$ cat src/rtl/alu_exec_seq.sv
// EX-stage ALU: single-cycle logic/arith/compare ops, iterative one-bit-per-cycle shifts,
// valid/ready handshake on both request and result sides.
module alu_exec_seq #(
    parameter int DATA_WIDTH  = 32,
    parameter int SHAMT_WIDTH = 5
) (
    input  logic                   clk_i,
    input  logic                   rst_i,
    input  logic                   in_valid_i,
    output logic                   in_ready_o,
    input  logic [3:0]             ALU_OP_i,
    input  logic [DATA_WIDTH-1:0]  SRC_A_i,
    input  logic [DATA_WIDTH-1:0]  SRC_B_i,
    output logic                   out_valid_o,
    input  logic                   out_ready_i,
    output logic [DATA_WIDTH-1:0]  RESULT_o,
    output logic                   ZERO_o
);

    localparam logic [3:0] OP_AND    = 4'b0000;
    localparam logic [3:0] OP_OR     = 4'b0001;
    localparam logic [3:0] OP_SUM    = 4'b0010;
    localparam logic [3:0] OP_EQUAL  = 4'b0011;
    localparam logic [3:0] OP_SLL    = 4'b0100;
    localparam logic [3:0] OP_SRL    = 4'b0101;
    localparam logic [3:0] OP_SRA    = 4'b0111;
    localparam logic [3:0] OP_XOR    = 4'b1000;
    localparam logic [3:0] OP_NOR    = 4'b1001;
    localparam logic [3:0] OP_SUB    = 4'b1010;
    localparam logic [3:0] OP_GE     = 4'b1100;
    localparam logic [3:0] OP_GE_U   = 4'b1101;
    localparam logic [3:0] OP_SLT    = 4'b1110;
    localparam logic [3:0] OP_SLT_U  = 4'b1111;

    typedef enum logic [1:0] {
        ST_IDLE,
        ST_SHIFT,
        ST_DONE
    } state_t;

    state_t                  r_state;
    state_t                  w_state_next;
    logic [DATA_WIDTH-1:0]   r_work;
    logic [SHAMT_WIDTH-1:0]  r_cnt;
    logic [3:0]              r_op;
    logic [DATA_WIDTH-1:0]   r_result;
    logic                    r_zero;

    logic [DATA_WIDTH-1:0]   w_alu_res;
    logic [DATA_WIDTH-1:0]   w_shift_next;
    logic [SHAMT_WIDTH-1:0]  w_shamt;
    logic                    w_is_shift;
    logic                    w_accept;
    logic                    w_last_shift;

    assign w_shamt      = SRC_B_i[SHAMT_WIDTH-1:0];
    assign w_is_shift   = (ALU_OP_i == OP_SLL) || (ALU_OP_i == OP_SRL) || (ALU_OP_i == OP_SRA);
    assign w_accept     = (r_state == ST_IDLE) && in_valid_i;
    assign w_last_shift = (r_state == ST_SHIFT) && (r_cnt == SHAMT_WIDTH'(1));

    assign in_ready_o  = (r_state == ST_IDLE);
    assign out_valid_o = (r_state == ST_DONE);
    assign RESULT_o    = r_result;
    assign ZERO_o      = r_zero;

    // NOTE: every variable gets a default before the case so no latch is inferred.
    always_comb begin
        w_alu_res = '0;
        case (ALU_OP_i)
            OP_AND:   w_alu_res = SRC_A_i & SRC_B_i;
            OP_OR:    w_alu_res = SRC_A_i | SRC_B_i;
            OP_SUM:   w_alu_res = SRC_A_i + SRC_B_i;
            OP_SUB:   w_alu_res = SRC_A_i - SRC_B_i;
            OP_XOR:   w_alu_res = SRC_A_i ^ SRC_B_i;
            OP_NOR:   w_alu_res = ~(SRC_A_i | SRC_B_i);
            OP_EQUAL: w_alu_res[0] = (SRC_A_i == SRC_B_i);
            OP_GE:    w_alu_res[0] = ($signed(SRC_A_i) >= $signed(SRC_B_i));
            OP_GE_U:  w_alu_res[0] = (SRC_A_i >= SRC_B_i);
            OP_SLT:   w_alu_res[0] = ($signed(SRC_A_i) < $signed(SRC_B_i));
            OP_SLT_U: w_alu_res[0] = (SRC_A_i < SRC_B_i);
            default:  w_alu_res = '0;
        endcase
    end

    // One-bit step of the latched shift kind; operand inputs are not consulted here.
    always_comb begin
        w_shift_next = r_work;
        case (r_op)
            OP_SLL:  w_shift_next = {r_work[DATA_WIDTH-2:0], 1'b0};
            OP_SRL:  w_shift_next = {1'b0, r_work[DATA_WIDTH-1:1]};
            default: w_shift_next = {r_work[DATA_WIDTH-1], r_work[DATA_WIDTH-1:1]};
        endcase
    end

    always_comb begin
        w_state_next = r_state;
        case (r_state)
            ST_IDLE: begin
                if (in_valid_i) begin
                    if (w_is_shift && (w_shamt != '0)) w_state_next = ST_SHIFT;
                    else                              w_state_next = ST_DONE;
                end
            end
            ST_SHIFT: if (r_cnt == SHAMT_WIDTH'(1)) w_state_next = ST_DONE;
            ST_DONE:  if (out_ready_i)              w_state_next = ST_IDLE;
            default:  w_state_next = ST_IDLE;
        endcase
    end

    // NOTE: sequential state uses non-blocking assignments so every register sees pre-edge values.
    always_ff @(posedge clk_i) begin
        if (rst_i) r_state <= ST_IDLE;
        else       r_state <= w_state_next;
    end

    // NOTE: all datapath registers are reset so a flushed shift leaves no stale operand behind.
    always_ff @(posedge clk_i) begin
        if (rst_i) begin
            r_work   <= '0;
            r_cnt    <= '0;
            r_op     <= '0;
            r_result <= '0;
            r_zero   <= 1'b1;
        end else if (w_accept) begin
            if (w_is_shift) begin
                r_work <= SRC_A_i;
                r_cnt  <= w_shamt;
                r_op   <= ALU_OP_i;
                if (w_shamt == '0) begin
                    r_result <= SRC_A_i;
                    r_zero   <= (SRC_A_i == '0);
                end
            end else begin
                r_result <= w_alu_res;
                r_zero   <= (w_alu_res == '0);
            end
        end else if (r_state == ST_SHIFT) begin
            r_work <= w_shift_next;
            r_cnt  <= r_cnt - SHAMT_WIDTH'(1);
            if (w_last_shift) begin
                r_result <= w_shift_next;
                r_zero   <= (w_shift_next == '0);
            end
        end
    end

endmodule

$ cat config.mk
export PLATFORM = sky130hd
export DESIGN_NAME = alu_exec_seq
export DESIGN_NICKNAME = d
export VERILOG_FILES = /design/src/rtl/alu_exec_seq.sv
export SDC_FILE = /design/constraint.sdc
export NUM_CORES = 1
export LEC_CHECK = 0
export ABC_CLOCK_PERIOD_IN_PS = 6100
export BUFFER_PORTS_ARGS = -buffer_cell sky130_fd_sc_hd__buf_2
export CORE_ASPECT_RATIO = 0.6
export CORE_MARGIN = 2
export CORE_UTILIZATION = 28
export CTS_CLUSTER_SIZE = 16
export DETAILED_ROUTE_END_ITERATION = 8
export GPL_TIMING_DRIVEN = 0
export PLACE_DENSITY = 0.46
export SLEW_MARGIN = 20
export SYNTH_ARGS = -nofsm -noshare
export SYNTH_HDL_FRONTEND = slang
export SYNTH_SLANG_ARGS = --single-unit
$ cat constraint.sdc
create_clock -name clk_i -period 6.1 [get_ports clk_i]
set_clock_uncertainty 0.15 [all_clocks]
set_input_delay 1.22 -clock clk_i [delete_from_list [all_inputs] [get_ports clk_i]]
set_output_delay 1.22 -clock clk_i [all_outputs]
set_load 0.01 [all_outputs]
==> flow_metrics.py <==
metrics = {
    "place": {
        "placedCellCount": 2066,
        "place_hpwl_um": 45000,
        "io_buffer_count": 104,
        "gpl.final_weighted_congestion": 0.977,
        "placement.setup.worst_slack_ps": -37.5,
    },
    "cts": {
        "ctsHtreeMaxLevel": 3,
        "clk_pin_slew_worst_paths_ps": 60,
        "clock-root-buffer": "clkbuf_16",
        "cts_tree": "done",
        "number_of_buffers_created_by_cts": 9,
        "clock_tree_sinks": 76,
        "post-cts-setup-buffers": 0,
        "clock_tree.buffer_depth": 2,
        "clkLatencyLatePin_ps": 360,
    },
    "timing": {
        "final_worst_path_setup_slack_ps": 102,
        "worst_slew_pin_slew_ps": 1260,
        "timing.final.hold_violations": 0,
        "setup_violations": 0,
        "max_clock_freq_mhz": 167,
        "finalSetupTns_ps": 0,
        "rsz_0062_raised_after_global_routing": "no",
        "slew_headroom": 0.151,
        "min_period_over_period": 0.983,
        "layout_min_cycle_time_ps": 6000,
        "finalMaxSlewViolations": 0,
    },
    "synthesis": {
        "syn-mean-instance-area_um2": 6.72,
        "synth.top_cells.by_count": "nand2_1, a21oi_1, nor2_1",
        "yosys_warn_count": 0,
        "post_synth_main_area_contributors": "dfxtp_1, ha_1, a21oi_1, nand2_1, nor2_1",
        "synth_most_common_cell": "nand2_1",
        "async_reset_ff_frac": 0,
        "yosysUniqueCellTypes": 82,
        "ys_dominant_reg_cell": "dfxtp_1",
        "synth_top_area_frac": 0.152,
        "synth-edff-count": 0,
        "post-synth-top-area-cell": "dfxtp_1",
        "postSynthCellCount": 1494,
        "synth.net_count": 1667,
        "ys_seq_area_frac": 0.152,
        "ys_seq_elements": 76,
        "syn-cell-area_um2": 10000,
    },
    "drt": {
        "firstDrtPassIters": 8,
        "routed_wire_length_per_instance_um": 26.3,
        "initialDrtViolationCount": 1595,
        "viasPerCell": 6.08,
        "drt_wl_total_um": 54900,
        "vias_post_dr": 12700,
        "final_antenna_net_count": 0,
        "remaining_drc_errors": 0,
    },
    "critical_path": {
        "timing.critical_path.cells": "buf_2, clkbuf_1, nor4_1, clkbuf_1, clkbuf_1, clkbuf_1, a221o_1, inv_1, nand3_1, o21ba_2, o21ai_0, o211ai_1, a21oi_1",
        "startpoint_type": "input pin",
        "terminus_of_the_critical_flop_to_flop_path": "ZERO_o",
        "setup.worst_path.end": "RESULT_o[24]",
        "critical_path_cell_count": 13,
        "critPathSlowestCell": "clkbuf_1",
        "timing.critical_path.mode_cell": "clkbuf_1",
        "crit_path_end_kind": "register",
        "arrival_time_at_the_worst_endpoint_ps": 6130,
        "critical_path_class": "in2reg",
        "critical_path.n_buffers_inverters": 6,
        "cp_slowest_stage_delay_ps": 860,
        "worstRegToRegCells": 12,
        "required_ps": 6230,
        "cpLargestDelayFamily": "buffers and inverters",
        "cp_max_fo": 11,
        "startpoint": "ALU_OP_i[2]",
        "r2r_slack_ps": 1750,
        "worst_r2r_startpoint": "r_op[0]",
    },
    "die": {
        "initial_core_util": 0.286,
        "die-area_um2": 37400,
        "placementRows": 53,
        "die_y_um": 151,
        "core_area_um2": 35100,
        "chipWidth_um": 248,
        "ios": 107,
    },
    "layout": {
        "fin_cells": 2083,
        "nFillCells": 3962,
        "drive_gt1_frac": 0.0997,
        "final_net_count": 1783,
        "flow.area_growth_from_synthesis_pct": 14.6,
    },
    "run": {
        "timing.max_cap.violations": 0,
    },
    "global_routing": {
        "gr-usage-all-layers": 0.283,
        "grt_max_degree": 13,
        "global_route_wire_length_before_repair_um": 78200,
        "antenna_found_initial": 1,
        "grt_pass1_vias": 11400,
        "grt_overflow_total": 0,
    },
    "power": {
        "p_leak_nw": 4.67,
        "peakVddDrop_mv": 0.136,
        "post_layout_power_w": 0.00214,
        "pwr_dens_nw_per_um2": 186,
    },
    "hold_path": {
        "worstHoldPathType": "reg2reg",
    },
    "outcome": {
        "outcome": "finished clean",
    },
}
==> state kept, by name (all words and copies together) (netlist names) <==
name / flops
r_op: 4
r_cnt: 5
RESULT_o: 32
r_work: 32
r_state: 2
ZERO_o: 1
==> tightest hold or removal path, delay by kind of cell (launching register included) <==
| kind | cells | cell delay, ps |
|---|---|---|
| flops | 1 | 310 |
| simple gates | 1 | 50 |
| compound gates | 1 | 50 |
==> final cells by class <==
cell class,count,area [µm²],area share
clock inverter,4,72.6,0.00631
multi-input combinational,1204,7730,0.672
inverter,106,398,0.0346
antenna,1,2.50,0.000217
buffer,108,417,0.0362
clock buffer,12,246,0.0214
tap,467,584,0.0508
sequential,76,1520,0.132
timing repair buffer,105,532,0.0462
==> power breakdown <==
part / total [W] / leakage [nW] / internal, W / switching [W]
registers: 0.000555 / 0.619 / 0.000528 / 0.0000270
clock network: 0.000593 / 0.153 / 0.000369 / 0.000224
logic: 0.000994 / 3.90 / 0.000305 / 0.000689
==> cell families after synthesis <==
logic type / synth area share
and+or+nand+nor: 0.270
AOI/OAI and AO/OA: 0.350
buffers and inverters: 0.0803
adders and majority gates: 0.127
DFF: 0.152
muxes: 0.0121
xor gates and xnor gates: 0.00873
==> worst min path at each step <==
stage,startpoint,end,cells past startpoint
floorplan,r_cnt[1],r_cnt[1],2
global placement,RESULT_o[23],RESULT_o[23],2
detailed placement,RESULT_o[14],RESULT_o[14],2
CTS,RESULT_o[25],RESULT_o[25],2
global route,RESULT_o[11],RESULT_o[11],2
finish,RESULT_o[25],RESULT_o[25],2
==> metrics by stage <==
| stage | instance area (µm²) | util | hold WS [ps] |
|---|---|---|---|
| 6_report | 11500 | 0.327 | 301 |
| 5_1_grt | 11500 | 0.327 | 323 |
| 4_1_cts | 11500 | 0.327 | 302 |
| 3_5_place_dp | 11200 | 0.318 | 294 |
| 3_3_place_gp | 11100 | 0.317 | 289 |
| 2_1_floorplan | 10000 | - | 295 |
==> timing repair <==
action / 4_1_cts / 5_1_grt
setup endpoints to repair: 0 / 1
hold buffers: 0 / 0
resized for setup: 0 / 8
==> cells in the final DEF, fill, tap and decap left out, types with 16 or more instances in the layout <==
master    Yosys  layout
buf_2         2     106
a221oi_1     16      16
nand3_1      65      65
nor2_1      136     136
clkbuf_1    100      99
o21ai_0      73      73
nor4_1       36      36
nand2_1     177     177
a221o_1      18      18
nor3_1       42      42
a211oi_1     26      25
nor2b_1      16      16
inv_1       106     106
dfxtp_1      76      76
ha_1         99      99
o211ai_1     65      65
a21oi_1     161     161
==> metal layers <==
layer	track usage	up-vias	part of all wire
met5	0	-	0
met4	0.0374	0	0.010
met3	0.0922	51	0.13
met2	0.375	780	0.37
met1	0.439	6108	0.49
li1	-	5718	-
Note: power is estimated with default switching activity, not from simulation.
